$ cat src/rtl/alu_dec_pkg.sv
// alu_dec_pkg: ALU operation codes, opcodes, operand selects and immediate formats for the decode stage
package alu_dec_pkg;
    localparam logic [3:0] ALU_ADD  = 4'd0;
    localparam logic [3:0] ALU_SUB  = 4'd1;
    localparam logic [3:0] ALU_SLL  = 4'd2;
    localparam logic [3:0] ALU_SLT  = 4'd3;
    localparam logic [3:0] ALU_SLTU = 4'd4;
    localparam logic [3:0] ALU_XOR  = 4'd5;
    localparam logic [3:0] ALU_SRL  = 4'd6;
    localparam logic [3:0] ALU_SRA  = 4'd7;
    localparam logic [3:0] ALU_OR   = 4'd8;
    localparam logic [3:0] ALU_AND  = 4'd9;
    localparam logic [6:0] OPC_OP     = 7'b0110011;
    localparam logic [6:0] OPC_OPIMM  = 7'b0010011;
    localparam logic [6:0] OPC_LUI    = 7'b0110111;
    localparam logic [6:0] OPC_AUIPC  = 7'b0010111;
    localparam logic [6:0] OPC_LOAD   = 7'b0000011;
    localparam logic [6:0] OPC_STORE  = 7'b0100011;
    localparam logic [6:0] OPC_BRANCH = 7'b1100011;
    localparam logic [6:0] OPC_JAL    = 7'b1101111;
    localparam logic [6:0] OPC_JALR   = 7'b1100111;
    localparam logic [6:0] OPC_MISC   = 7'b0001111;
    localparam logic [1:0] ASEL_RS1  = 2'd0;
    localparam logic [1:0] ASEL_PC   = 2'd1;
    localparam logic [1:0] ASEL_ZERO = 2'd2;
    typedef enum logic [2:0] {IMM_NONE, IMM_I, IMM_S, IMM_B, IMM_U, IMM_J, IMM_SH} imm_fmt_e;
    // base operation selected by funct3 when funct7 carries no modifier
    function automatic logic [3:0] f3_alu(input logic [2:0] f3);
        return f3 == 3'd0 ? ALU_ADD  : f3 == 3'd1 ? ALU_SLL : f3 == 3'd2 ? ALU_SLT :
               f3 == 3'd3 ? ALU_SLTU : f3 == 3'd4 ? ALU_XOR : f3 == 3'd5 ? ALU_SRL :
               f3 == 3'd6 ? ALU_OR   : ALU_AND;
    endfunction
endpackage

$ cat src/rtl/imm_gen.sv
// imm_gen: extracts the sign-extended immediate of the selected instruction format
module imm_gen
    import alu_dec_pkg::*;
(
    input  logic [31:0] instr,
    input  imm_fmt_e    fmt,
    output logic [31:0] imm
);
    always_comb
        imm = fmt == IMM_I  ? {{20{instr[31]}}, instr[31:20]} :
              fmt == IMM_S  ? {{20{instr[31]}}, instr[31:25], instr[11:7]} :
              fmt == IMM_B  ? {{20{instr[31]}}, instr[7], instr[30:25], instr[11:8], 1'b0} :
              fmt == IMM_U  ? {instr[31:12], 12'h000} :
              fmt == IMM_J  ? {{12{instr[31]}}, instr[19:12], instr[20], instr[30:21], 1'b0} :
              fmt == IMM_SH ? {27'd0, instr[24:20]} : 32'd0;
endmodule

$ cat src/rtl/alu_dec.sv
// alu_dec: registered RV32I decode stage producing ALU control and operand selects over valid/ready
module alu_dec
    import alu_dec_pkg::*;
#(
    parameter int XLEN = 32
) (
    input  logic            clk,
    input  logic            rst,
    input  logic            flush,
    input  logic            in_valid,
    output logic            in_ready,
    input  logic [31:0]     in_instr,
    input  logic [XLEN-1:0] in_pc,
    output logic            out_valid,
    input  logic            out_ready,
    output logic [3:0]      out_alusel,
    output logic [1:0]      out_asel,
    output logic            out_bsel,
    output logic [XLEN-1:0] out_imm,
    output logic [4:0]      out_rs1,
    output logic [4:0]      out_rs2,
    output logic [4:0]      out_rd,
    output logic            out_regwen,
    output logic            out_illegal,
    output logic [XLEN-1:0] out_pc
);
    logic [6:0] op, f7;
    logic [2:0] f3;
    logic [3:0] alusel;
    logic [1:0] asel;
    logic bsel, regwen, ill, accept;
    imm_fmt_e fmt;
    logic [31:0] imm;
    assign op = in_instr[6:0];
    assign f3 = in_instr[14:12];
    assign f7 = in_instr[31:25];
    assign in_ready = !out_valid || out_ready || flush;
    assign accept = in_valid && in_ready && !flush;
    imm_gen u_imm (.instr(in_instr), .fmt(fmt), .imm(imm));
    always_comb begin
        alusel = ALU_ADD;
        asel = ASEL_RS1;
        bsel = 1'b0;
        fmt = IMM_NONE;
        regwen = 1'b0;
        ill = 1'b0;
        case (op)
            OPC_OP: begin
                regwen = 1'b1;
                alusel = f7 == 7'h00 ? f3_alu(f3) : f3 == 3'd0 ? ALU_SUB : ALU_SRA;
                ill = !(f7 == 7'h00 || (f7 == 7'h20 && (f3 == 3'd0 || f3 == 3'd5)));
            end
            OPC_OPIMM: begin
                regwen = 1'b1;
                bsel = 1'b1;
                fmt = (f3 == 3'd1 || f3 == 3'd5) ? IMM_SH : IMM_I;
                alusel = (f3 == 3'd5 && f7 == 7'h20) ? ALU_SRA : f3_alu(f3);
                ill = (f3 == 3'd1 && f7 != 7'h00) || (f3 == 3'd5 && f7 != 7'h00 && f7 != 7'h20);
            end
            OPC_LUI:    begin asel = ASEL_ZERO; bsel = 1'b1; fmt = IMM_U; regwen = 1'b1; end
            OPC_AUIPC:  begin asel = ASEL_PC; bsel = 1'b1; fmt = IMM_U; regwen = 1'b1; end
            OPC_LOAD:   begin bsel = 1'b1; fmt = IMM_I; regwen = 1'b1; end
            OPC_STORE:  begin bsel = 1'b1; fmt = IMM_S; end
            OPC_BRANCH: begin asel = ASEL_PC; bsel = 1'b1; fmt = IMM_B; end
            OPC_JAL:    begin asel = ASEL_PC; bsel = 1'b1; fmt = IMM_J; regwen = 1'b1; end
            OPC_JALR:   begin bsel = 1'b1; fmt = IMM_I; regwen = 1'b1; ill = f3 != 3'd0; end
            OPC_MISC:   ill = 1'b0;
            default:    ill = 1'b1;
        endcase
        // an illegal bundle carries a neutral ADD of rs1 and rs2 with no writeback
        if (ill) begin
            alusel = ALU_ADD;
            asel = ASEL_RS1;
            bsel = 1'b0;
            fmt = IMM_NONE;
            regwen = 1'b0;
        end
    end
    always_ff @(posedge clk) begin
        if (rst)
            out_valid <= 1'b0;
        else
            out_valid <= flush ? 1'b0 : accept ? 1'b1 : out_valid && !out_ready;
        if (rst) begin
            out_alusel <= ALU_ADD;
            out_asel <= ASEL_RS1;
            out_bsel <= 1'b0;
            out_imm <= '0;
            out_rs1 <= '0;
            out_rs2 <= '0;
            out_rd <= '0;
            out_regwen <= 1'b0;
            out_illegal <= 1'b0;
            out_pc <= '0;
        end else if (accept) begin
            out_alusel <= alusel;
            out_asel <= asel;
            out_bsel <= bsel;
            out_imm <= imm;
            out_rs1 <= in_instr[19:15];
            out_rs2 <= in_instr[24:20];
            out_rd <= in_instr[11:7];
            out_regwen <= regwen;
            out_illegal <= ill;
            out_pc <= in_pc;
        end
    end
endmodule
$ cat config.mk
export PLATFORM = sky130hd
export DESIGN_NAME = alu_dec
export DESIGN_NICKNAME = d
export VERILOG_FILES = /design/src/rtl/alu_dec_pkg.sv /design/src/rtl/imm_gen.sv /design/src/rtl/alu_dec.sv
export SDC_FILE = /design/constraint.sdc
export NUM_CORES = 1
export LEC_CHECK = 0
export CELL_PAD_IN_SITES_DETAIL_PLACEMENT = 0
export CELL_PAD_IN_SITES_GLOBAL_PLACEMENT = 1
export CORE_UTILIZATION = 27
export DETAILED_ROUTE_END_ITERATION = 16
export GPL_TIMING_DRIVEN = 1
export PLACE_DENSITY_LB_ADDON = 0.2
export SLEW_MARGIN = 20
export SYNTH_ARGS = -nofsm -noshare
export SYNTH_HDL_FRONTEND = slang
export SYNTH_HIERARCHICAL = 1
export SYNTH_SLANG_ARGS = --single-unit
$ cat constraint.sdc
create_clock -name clk -period 3 [get_ports clk]
set_input_delay 0.75 -clock clk [delete_from_list [all_inputs] [get_ports clk]]
set_output_delay 0.75 -clock clk [all_outputs]
set_load 0.05 [all_outputs]
== Yosys cells after proc, flatten, opt, wreduce, memory -nomap -nowiden ==
Cells that the tools add are included.

* Register bits after elaboration: 89
* Input bits: 69
* Output and inout bits: 90
* Word-level logic and storage cells: 93

* Equal/unequal tests: 24
* Muxes and demuxes: 29
* Reduce and logical (&&, ||, !) cells: 29

{| class="wikitable"
|+ Operators with widths
! operator !! count
|-
| 32-bit 2-to-1 mux || 5
|-
| 4-bit 2-to-1 mux || 9
|-
| 7-bit by 6-bit == test with 1-bit output, second input constant || 4
|-
| 7-bit == test, second input constant || 3
|-
| 3-bit == test, second input constant || 6
|-
| 3-bit case mux with 6 select lines || 1
|-
| 7-bit by 5-bit == test with 1-bit output, second input constant || 2
|-
| 7-bit OR reduction || 2
|-
| 3-bit by 2-bit == test with 1-bit output, second input constant || 4
|-
| 3-bit 2-to-1 mux || 3
|-
| 1-bit logical AND || 8
|-
| 4-bit case mux with 2 select lines || 1
|-
| 8-bit OR reduction || 1
|-
| 7-bit by 2-bit == test with 1-bit output, second input constant || 1
|-
| 7-bit by 4-bit == test with 1-bit output, second input constant || 1
|-
| 7-bit zero test || 1
|-
| 7-bit by 6-bit inequality test with 1-bit output, second input constant || 1
|-
| 7-bit nonzero test || 1
|-
| 3-bit by 1-bit == test with 1-bit output, second input constant || 2
|-
| 1-bit logical OR || 6
|-
| 1-bit 2-to-1 mux || 6
|-
| 2-bit OR reduction || 3
|-
| 5-bit 2-to-1 mux || 1
|-
| 1-bit zero test || 4
|-
| other kinds (6) || 6
|}

== Longest topological paths before layout ==
Gate-level depths: netlist of run 1.

* Depth after elaboration: 14
* Depth in mapped cells: 13
* Mapped depth without buffers: 10

== By module ==
Netlist of run 1, hierarchy kept.

{| class="wikitable"
|+ By module, submodules not included
! module !! instances !! cells an instance !! area each (um^2) !! seq. area each (um^2)
|-
| alu_dec || 1 || 477 || 3,599.7 || 1,781.7
|-
| imm_gen || 1 || 67 || 419.2 || 0.0
|}

== Least setup slack after synthesis of run 1 ==
OpenSTA, ideal clock, no wires.

* Path type: input-to-reg
* From: in in_instr[3]
* To: reg out_imm[10]
* Library setup time: 0.132 ns
* Arrival time: 2.889 ns
* Required time: 2.868 ns
* Path slack: -0.022 ns
* Stages: 12
* Buffers on the path: 3
* Path through: buf_2 -> or4_1 -> buf_2 -> a41o_1 -> o21ai_0 -> nor3_1 -> buf_6 -> nor2b_4 -> or2_1 -> and2_1 -> nand2_1 -> a21oi_1

* Word-level cells in the longest chain between the ends: 10
* Elaborated cells on any way between the ends: 26
* Those cells by class: eq/ne (15); mux (8); reduce/logical (3)

{| class="wikitable"
|+ RTL lines
! element !! line !! RTL
|-
| start: declaration || alu_dec.sv:12 || <nowiki>input logic [31:0] in_instr,</nowiki>
|-
| 7-bit == test, or another cell as far along || alu_dec.sv:47 || <nowiki>case (op)</nowiki>
|-
| 7-bit OR reduction (no line) / 2-bit OR reduction (equally long branches) || -- ||
|-
| 1-bit case mux with 4 select lines / 3-bit case mux with 6 select lines (equally long branches) || alu_dec.sv:47 ||
|-
| 3-bit 2-to-1 mux * || alu_dec.sv:71 || <nowiki>if (ill) begin</nowiki>
|-
| via fmt[1] || alu_dec.sv:32 || <nowiki>imm_fmt_e fmt;</nowiki>
|-
| 3-bit == test || imm_gen.sv:14 || <nowiki>fmt == IMM_J ? {{12{instr[31]}}, instr[19:12], instr[20], instr[30:21], 1'b0} :</nowiki>
|-
| 32-bit 2-to-1 mux || imm_gen.sv:14 ||
|-
| 32-bit 2-to-1 mux || imm_gen.sv:13 || <nowiki>fmt == IMM_U ? {instr[31:12], 12'h000} :</nowiki>
|-
| 32-bit 2-to-1 mux || imm_gen.sv:12 || <nowiki>fmt == IMM_B ? {{20{instr[31]}}, instr[7], instr[30:25], instr[11:8], 1'b0} :</nowiki>
|-
| 32-bit 2-to-1 mux || imm_gen.sv:11 || <nowiki>fmt == IMM_S ? {{20{instr[31]}}, instr[31:25], instr[11:7]} :</nowiki>
|-
| 32-bit 2-to-1 mux * || imm_gen.sv:10 || <nowiki>imm = fmt == IMM_I ? {{20{instr[31]}}, instr[31:20]} :</nowiki>
|-
| via imm[10] || alu_dec.sv:33 || <nowiki>logic [31:0] imm;</nowiki>
|-
| end signal: assignment || alu_dec.sv:99 || <nowiki>out_imm <= imm;</nowiki>
|-
| end: declaration || alu_dec.sv:19 || <nowiki>output logic [XLEN-1:0] out_imm,</nowiki>
|}

Mark *: on every way through the listed nets, which the timed path passes. The rest lies on a longest branch.
A chain may end at the register's enable or synchronous reset.

== Worst setup path in the final report of run 1 ==
* From: in in_instr[26]
* To: reg out_imm[23]

* Word-level cells in the longest chain between the ends: 12
* Elaborated cells on any way between the ends: 23
* Those cells by class: eq/ne (7); mux (7); reduce/logical (9)

{| class="wikitable"
|+ RTL lines
! element !! line
|-
| 7-bit by 6-bit == test with 1-bit output / 7-bit nonzero test (equally long branches) || alu_dec.sv:51, alu_dec.sv:58
|-
| 1-bit logical AND (on tied branches) || alu_dec.sv:51, alu_dec.sv:58
|-
| 1-bit logical OR / 1-bit logical AND (equally long branches) || alu_dec.sv:51, alu_dec.sv:58
|-
| 1-bit zero test / 1-bit logical OR (equally long branches) || alu_dec.sv:51, alu_dec.sv:58
|-
| 1-bit case mux with 4 select lines * || alu_dec.sv:47
|-
| 3-bit 2-to-1 mux * || alu_dec.sv:71
|-
| via fmt[0] || alu_dec.sv:32
|-
| 3-bit == test || imm_gen.sv:14
|-
| 32-bit 2-to-1 mux || imm_gen.sv:14
|-
| 32-bit 2-to-1 mux || imm_gen.sv:13
|-
| 32-bit 2-to-1 mux || imm_gen.sv:12
|-
| 32-bit 2-to-1 mux || imm_gen.sv:11
|-
| 32-bit 2-to-1 mux * || imm_gen.sv:10
|-
| via imm[23] || alu_dec.sv:33
|}

Marked as above.

==> flow_metrics.tcl, run 1 <==
set metrics [dict create \
    slew_violations 0 \
    detailed_place_hpwl_microns 9690 \
    coreArea_sq_um 14500 \
    clock_sinks 89 \
    slew-limit-headroom_pct 60.5 \
    drc_errors 0 \
    r2r_end "out_imm[20]" \
    fin_worst_skew_ns 0.00578 \
    start_util_pct 27.7 \
    critPathMaxFanout 6 \
    utilization_pct 45.9 \
    crit_type "in -> reg" \
    drive_gt1_share_pct 15.8 \
    synth_edf_count 0 \
    fillers 1448 \
    grt_usage_pct 18.1 \
    period_share_pct 95.1 \
    tns_ns 0 \
    hp-class "reg -> reg" \
    multi_input_area_sq_um 2210 \
    r2r-start "out_valid" \
    ant_nets 0 \
    io_buffers 158 \
    period_needed_ns 2.85 \
    ys_ff_latch 89 \
    register_area_sq_um 1780 \
    insertion_delay_ns 0.35 \
    drt-total-wl_microns 13900 \
    dieArea_sq_um 15400 \
    p_leak_nw 2.52 \
    r2r_cells 5 \
    grt_pass1_wl_microns 21100 \
    setup_violations 0 \
    ios 159 \
    clock.fmax_mhz 350 \
    cts_hold_buffers 0 \
    first_pass_iters 4 \
    globalplace.congestion 0.840 \
    p_int_mw 2.10 \
    layout_commonest_cell "nand2_1" \
    irDropWorstVdd_mv 0.327 \
    cts_tree "built" \
    first_iter_violations 209 \
    dp.cells 913 \
    r2r_setup_slack_ns 1.40 \
    ys_types 59 \
    hold_ws_ns 0.453 \
    powerDensity_nw_per_um2 434 \
    dr_total_vias 4372 \
    startpoint_type "primary input" \
    die_h_microns 124 \
    drv_cap 0 \
    p_clk_share_pct 40.2 \
    status "finished, final reports clean" \
    grt_pass1_vias 4212 \
    final_hold_viol_count 0 \
    row_count 44 \
    yosys_most_used_dff "dfxtp_1" \
    ys_seq_area_share_pct 44.3 \
    synth_fp_nets 613 \
    clock_tree.buffer_depth 2 \
    async_flop_share_pct 0 \
    startpoint "in_instr[26]" \
    finalNonFillerCells 931 \
    overflow 0 \
    htree_levels 3 \
    p_sw_share_pct 27.6 \
    wl_per_cell_microns 14.9 \
    power_switching_uw 799 \
    syn_inst 544 \
    yosys_warnings 6 \
    routed_via_density 4.70 \
    area_growth_pct 65.9 \
    antenna_found_initial 0 \
    final_cell_mix "nand2_1, clkdlybuf4s50_1, dfxtp_1, a21oi_1, buf_4" \
    antennaDiodeCount 0 \
    fin_nets 811 \
    clk_pin_slew_ns 0.07 \
    cts-root-buf "clkbuf_16" \
    cp.required_ns 3.23 \
    grt_max_degree 84 \
    synthesis.area_sq_um 4020 \
    rsz0062_at_grt "no" \
    p_seq_share_pct 42.4 \
    syn_avg_cell_area_sq_um 7.39 \
    pwr-share-comb_pct 17.4 \
    endpoint "out_imm[23]" \
    end_kind "register" \
    cts_buffers 9 \
    arrival_ns 3.08 \
    worstMarginPinSlew_ns 0.590 \
    die_x_microns 124 \
]
==> sequential cells by signal, indices dropped and copies added (netlist names) <==
| register | flops |
|---|---|
| out_alusel | 4 |
| out_asel | 2 |
| out_bsel | 1 |
| out_illegal | 1 |
| out_imm | 32 |
| out_pc | 32 |
| out_rd | 5 |
| out_regwen | 1 |
| out_rs1 | 5 |
| out_rs2 | 5 |
| out_valid | 1 |
==> layer usage <==
metal	vias to the layer above	wire, microns	part of all wire (%)	global-route usage [%]
met3	12	814	5.9	6.46
met4	0	155	1.1	5.88
li1	2220	-	-	-
met1	2050	5990	43	21.3
met5	-	0	0	0
met2	90	6910	50	30.6
==> Yosys cell counts (all sizes together), types with 7 or more instances <==
master	instances	area (sq um)
nor2	20	85.1
o21ai	27	135
clkbuf	31	116
nand2	184	691
a21oi	90	450
a21o	8	60.1
nand2b	9	56.3
dfxtp	89	1780
buf	9	48.8
and2	7	43.8
==> repair_timing <==
action / 4_1_cts / 5_1_grt
hold endpoints to repair: 0 / 0
pin swaps: 8 / 3
cloned: 1 / 0
endpoints found under the setup margin: 32 / 32
resized for setup: 21 / 14
setup buffers: 2 / 0
==> per-stage QoR <==
stage | setup WS, ns | instance area (sq um) | power (mW)
floorplan | 0.0582 | 4020 | 1.50
global placement | -0.547 | 6210 | 1.75
detailed placement | -0.549 | 6210 | 1.75
CTS | 0.0219 | 6600 | 2.94
global route | 0.00832 | 6670 | 3.02
finish | 0.146 | 6670 | 2.90
==> final cells by class <==
class                   instances  share of cell area [%]
inverters                       5                   0.282
clock inverters                 6                   0.995
clock buffers                  10                    3.58
repair buffers                226                    31.9
flip-flops and latches         89                    26.7
well taps                     184                    3.45
multi-input cells             411                    33.1
==> worst min-delay path by stage <==
stage	start	cells past startpoint	to
after floorplan	out_bsel	2	out_bsel
after global placement	out_pc[18]	2	out_pc[18]
after detailed placement	out_pc[28]	2	out_pc[28]
after CTS	out_pc[28]	2	out_pc[28]
after global routing	out_pc[27]	2	out_pc[27]
final	out_pc[10]	2	out_pc[10]
==> power groups by stage <==
| stage | sequential [mW] | clock (mW) | combinational (mW) |
|---|---|---|---|
| after floorplan | 1.36 | 0 | 0.135 |
| after global placement | 1.25 | 0 | 0.493 |
| after detailed placement | 1.26 | 0 | 0.496 |
| after CTS | 1.23 | 1.21 | 0.501 |
| after global routing | 1.23 | 1.25 | 0.539 |
| final | 1.23 | 1.16 | 0.504 |
==> kinds of logic (layout without fill, tap and decap cells) <==
logic type	after synthesis	after routing	synth area share, %
xor gates and xnor gates	3	3	0.654
and+or+nand+nor	253	254	27.9
DFF	89	89	44.3
muxes	5	5	1.31
buffers and inverters	45	247	4.58
AOI/OAI and AO/OA	149	149	21.2
==> critical path: stages <==
cell and delay, ns:
clkdlybuf4s50_1 0.47, nor4_4 0.31, buf_4 0.16, nand3_1 0.08, a21oi_2 0.22, o21ai_4 0.09
nor2_2 0.21, and2b_2 0.30, nand2_1 0.13, o21ai_0 0.10, buf_4 0.15, nand2_1 0.05
a21oi_1 0.06
Power figures use the tool's default switching activity.
==> run 2, diff against run 1 <==
--- a/config.mk
+++ b/config.mk
@@ -7,8 +7,9 @@
 export LEC_CHECK = 0
 export CELL_PAD_IN_SITES_DETAIL_PLACEMENT = 0
 export CELL_PAD_IN_SITES_GLOBAL_PLACEMENT = 1
-export CORE_UTILIZATION = 27
+export CORE_UTILIZATION = 35
 export DETAILED_ROUTE_END_ITERATION = 16
+export DONT_BUFFER_PORTS = 1
 export GPL_TIMING_DRIVEN = 1
 export PLACE_DENSITY_LB_ADDON = 0.2
 export SLEW_MARGIN = 20
==> run 2 against run 1 <==
  * Non-clock buffer count decreased by 204
  * Cell area decreased by 32%
  * Die area decreased by 23%
  * Clock skew about the same
  * Setup slack improved by 0.15 ns
  * Clock-buffer cell count increased by 3
  * Largest power group unchanged
  * Highest routed layer unchanged
==> flow_metrics.tcl, run 2 (synthesized netlist as in run 1, its figures left out) <==
set metrics [dict create \
    cpPeakStageDelay_ns 0.54 \
    antennaDiodeCount 0 \
    design_area_sq_um 4530 \
    p_leak_nw 1.64 \
    worst_slack_ns 0.296 \
    startpoint_type "primary input" \
    finalPower_mw 2.67 \
    path_buf_inv 3 \
    drive_gt1_share_pct 9.59 \
    irDropWorstVdd_mv 0.495 \
    drc_errors 0 \
    hold_ws_ns 0.476 \
    clock.fmax_mhz 370 \
    slew-limit-headroom_pct 62.4 \
    place_ws_ns -0.201 \
    cpLargestDelayFamily "simple AND/OR/NAND/NOR gates" \
    die_x_microns 109 \
    final_hold_viol_count 0 \
    worstHoldPathCells 1 \
    clock_sinks 89 \
    critPathMaxFanout 7 \
    setup_violations 0 \
    slew_violations 0 \
    fillers 1199 \
    fin_worst_skew_ns 0.00607 \
    die_h_microns 109 \
    clock_tree.buffer_depth 2 \
    period_needed_ns 2.70 \
    r2r_setup_slack_ns 0.99 \
    end_kind "register" \
    post_dp_cell_area_sq_um 4210 \
    path_depth 12 \
    dieArea_sq_um 11900 \
    fin_nets 606 \
    crit_slowest_cell "or4_1" \
    drv_cap 0 \
    routed_via_density 5.32 \
    first_iter_violations 179 \
    start_util_pct 36.4 \
    grt_pass1_wl_microns 17500 \
    grt_pass1_vias 3478 \
    cts_resized 0 \
    io_buffers 0 \
    arrival_ns 2.97 \
    cts-root-buf "clkbuf_16" \
    detailed_place_hpwl_microns 8080 \
    htree_levels 3 \
    crit_top_cell "buf_4" \
    crit_type "in -> reg" \
    cts_hold_buffers 0 \
    reg.largest.list "out_imm (32), out_pc (32)" \
    overflow 0 \
    worstMarginPinSlew_ns 0.563 \
    dr_total_vias 3627 \
    cp.required_ns 3.27 \
    rsz0062_at_grt "no" \
    layout_commonest_cell "nand2_1" \
    cts_tree "built" \
    ant_nets 0 \
    wl_per_cell_microns 16.7 \
    grt_usage_pct 19.3 \
    first_pass_iters 4 \
    powerDensity_nw_per_um2 589 \
    r2r_cells 5 \
    insertion_delay_ns 0.34 \
    drt-total-wl_microns 11400 \
    hp-class "in -> reg" \
    final_cell_mix "nand2_1, a21oi_1, dfxtp_1, o21ai_0, buf_4" \
    tns_ns 0 \
    antenna_found_initial 0 \
    coreArea_sq_um 11000 \
    cts_buffers 9 \
    area_growth_pct 12.8 \
    row_count 38 \
    clk_pin_slew_ns 0.06 \
    period_share_pct 90.1 \
    cts_setup_buffers 0 \
    cp_cell_sequence "nand2b_1 > or4_1 > buf_4 > o32a_1 > nor2_1 > buf_4 > and2b_1 > buf_4 > nand2_1 > o21ai_0 > nand2_1 > a21oi_1" \
    ios 159 \
    globalplace.congestion 0.881 \
    grt_max_degree 88 \
    status "finished, final reports clean" \
]
[run 2: path summary, 6_finish.rpt]
path / endpoint / start
setup reg to reg: out_pc[15] / out_valid
setup / recovery: out_imm[1] / in_instr[6]
hold reg to reg: out_pc[6] / out_pc[6]
hold / removal: out_pc[23] / rst
[run 2: final cells by class]
type                            instances  area [sq um]  area share [%]
Clock buffer                           13           270            5.96
Clock inverter                          3          46.3            1.02
Inverter                                5          18.8           0.414
Multi-Input combinational cell        410          2080            45.8
Sequential cell                        89          1780            39.3
Tap cell                              140           175            3.86
Timing Repair Buffer                   22           165            3.64
[run 2: per-stage QoR]
stage,util [%],std cells
after global routing,41.1,682
after detailed placement,38.2,666
after floorplan,-,544
after global placement,38.2,666
after CTS,41.1,682
final,41.1,682
[run 2: where the power goes]
part,internal (mW),switching [mW]
logic,0.0557,0.0883
clock network,0.717,0.466
registers,1.21,0.130
[run 2: routing by layer]
| layer | share of wire (%) | track usage, % |
|---|---|---|
| met1 | 41 | 22.4 |
| met2 | 48 | 32.2 |
| met5 | 0 | 0 |
| met4 | 1.3 | 7.05 |
| met3 | 9.5 | 7.23 |
[run 2: worst reg2reg max path, stage by stage (launching register included)]
cell	delay (ns)
dfxtp_1	0.64
nand2b_1	0.22
nand2b_4	0.35
buf_4	0.44
nand2_1	0.12
a21oi_1	0.17
==> run 3, diff against run 2 <==
--- a/config.mk
+++ b/config.mk
@@ -11,7 +11,8 @@
 export DETAILED_ROUTE_END_ITERATION = 16
 export DONT_BUFFER_PORTS = 1
 export GPL_TIMING_DRIVEN = 1
-export PLACE_DENSITY_LB_ADDON = 0.2
+export PLACE_DENSITY = 0.74
+export REMOVE_ABC_BUFFERS = 1
 export SLEW_MARGIN = 20
 export SYNTH_ARGS = -nofsm -noshare
 export SYNTH_HDL_FRONTEND = slang
==> run 3 against run 2 <==
  * Final cell count up 1.0%
  * Non-clock buffer count up 8
  * Sequential share of layout area shrank 0.60 points
  * Worst hold slack lost 0.0083 ns
  * Die area unchanged
  * Clock-buffer cell count shrank 4
  * Sequential power about the same
  * Combinational power grew 6%
  * Global-route usage fell by 0.58 points
  * Flip-flop and latch count did not move
  * Critical path depth is the same
  * Fmax shrank 0.68%
==> flow_metrics.tcl, run 3 (synthesized netlist as in run 1, its figures left out) <==
set metrics [dict create \
    p_clk_share_pct 44.6 \
    grt_pass1_vias 3397 \
    dr_total_vias 3648 \
    ant_nets 0 \
    drt-total-wl_microns 11000 \
    fin_nets 614 \
    insertion_delay_ns 0.34 \
    worst_slack_ns 0.277 \
    hp-class "in -> reg" \
    cp.required_ns 3.27 \
    cts_tree "built" \
    tns_ns 0 \
    row_count 38 \
    first_pass_iters 5 \
    area_growth_pct 14.6 \
    startpoint_type "primary input" \
    coreArea_sq_um 11000 \
    globalplace.congestion 0.864 \
    p_sw_share_pct 25.8 \
    antenna_found_initial 0 \
    r2r_end "out_regwen" \
    first_iter_violations 222 \
    routed_via_density 5.29 \
    drv_cap 0 \
    die_h_microns 109 \
    ios 159 \
    drc_errors 0 \
    p_seq_share_pct 49.7 \
    final_cell_mix "nand2_1, a21oi_1, dfxtp_1, buf_4, o21ai_0" \
    cts_buffers 9 \
    setup_violations 0 \
    arrival_ns 2.99 \
    irDropWorstVdd_mv 0.292 \
    use_met3_pct 6.28 \
    wl_per_cell_microns 16.0 \
    r2r-start "out_valid" \
    period_share_pct 90.8 \
    start_util_pct 36.4 \
    clk_pin_slew_ns 0.07 \
    powerDensity_nw_per_um2 587 \
    status "finished, final reports clean" \
    io_buffers 0 \
    cpPeakStageDelay_ns 0.49 \
    final_hold_viol_count 0 \
    die_x_microns 109 \
    crit_slowest_cell "or4_1" \
    worstMarginPinSlew_ns 0.561 \
    clock_tree.buffer_depth 2 \
    grt_pass1_wl_microns 17100 \
    slew_violations 0 \
    rsz0062_at_grt "no" \
    busiest_layer "met2" \
    post_dp_cell_area_sq_um 4270 \
    grt_max_degree 88 \
    slew-limit-headroom_pct 62.6 \
    design_area_sq_um 4600 \
    reg.largest.list "out_imm (32), out_pc (32)" \
    layout_commonest_cell "nand2_1" \
    fin_worst_skew_ns 0.00414 \
    cts_hold_buffers 0 \
    cp_cell_sequence "nand2b_1 > or4_1 > a41o_1 > o21ai_1 > buf_4 > nor2_1 > and2b_1 > buf_4 > nand2_1 > o21ai_0 > nand2_1 > a21oi_1" \
    worstHoldPathCells 1 \
    grt_usage_pct 18.7 \
    dp.cells 674 \
    htree_levels 3 \
    use_met2_pct 29.3 \
    period_needed_ns 2.72 \
    r2r_setup_slack_ns 1.06 \
    dieArea_sq_um 11900 \
    detailed_place_hpwl_microns 7710 \
    drive_gt1_share_pct 10.9 \
    overflow 0 \
    pwr-share-comb_pct 5.6 \
    end_kind "register" \
    crit_type "in -> reg" \
    clock_sinks 89 \
    place_ws_ns -0.257 \
    worstHoldStart "rst" \
    finalNonFillerCells 689 \
    r2r_cells 5 \
    antennaDiodeCount 0 \
    power_switching_uw 696 \
    use_met1_pct 23.1 \
    p_leak_nw 1.69 \
    p_int_mw 2.00 \
    critPathMaxFanout 7 \
    hold_end "out_pc[28]" \
    cts-root-buf "clkbuf_16" \
    clock.fmax_mhz 367 \
]
run 3: worst max-delay path by stage:
stage,slack [ns],from,depth (start not counted),end
2_1_floorplan,-1.61,flush,5,out_regwen
3_3_place_gp,-0.23,in_instr[26],12,out_imm[0]
3_5_place_dp,-0.26,in_instr[26],12,out_imm[0]
4_1_cts,0.08,in_instr[26],12,out_imm[0]
5_1_grt,0.03,in_instr[26],12,out_imm[0]
6_report,0.28,in_instr[6],12,out_imm[22]
run 3: layer usage:
| layer | wire length (microns) | vias to the layer above | share of wire (%) |
|---|---|---|---|
| met5 | 0 | - | 0 |
| met4 | 180 | 0 | 1.6 |
| met3 | 977 | 14 | 8.9 |
| met2 | 5270 | 140 | 48 |
| met1 | 4570 | 1668 | 42 |
| li1 | - | 1826 | - |
run 3: through the flow:
step	total power, mW	hold slack (ns)	utilization [%]
3_5_place_dp	1.52	0.687	38.7
4_1_cts	2.74	0.454	41.6
5_1_grt	2.81	0.456	41.7
3_3_place_gp	1.52	0.683	38.7
6_report	2.70	0.468	41.7
2_1_floorplan	1.47	0.668	-
run 3: layout make-up:
type | count | area (sq um)
inverters | 5 | 18.8
fillers | 1175 | 6430
clock buffers | 9 | 225
repair buffers | 30 | 229
multi-input cells | 410 | 2080
well taps | 140 | 175
flip-flops and latches | 89 | 1780
clock inverters | 6 | 92.6
run 3: repair_timing:
item | 4_1_cts | 5_1_grt
gates resized for setup | 0 | 4
buffers inserted | 0 | 0
setup endpoints to repair | 0 | 18
run 3: power groups by stage:
stage | clock (mW) | combinational [mW] | sequential (mW)
floorplan | 0 | 0.106 | 1.36
global placement | 0 | 0.149 | 1.37
detailed placement | 0 | 0.152 | 1.37
CTS | 1.24 | 0.152 | 1.34
global route | 1.29 | 0.172 | 1.35
finish | 1.21 | 0.152 | 1.34
run 3: critical path: cells and delay by family:
kind | cells | cell delay (ns)
and+or+nand+nor | 6 | 1.08
buffers and inverters | 2 | 0.33
AOI/OAI and AO/OA | 4 | 0.84
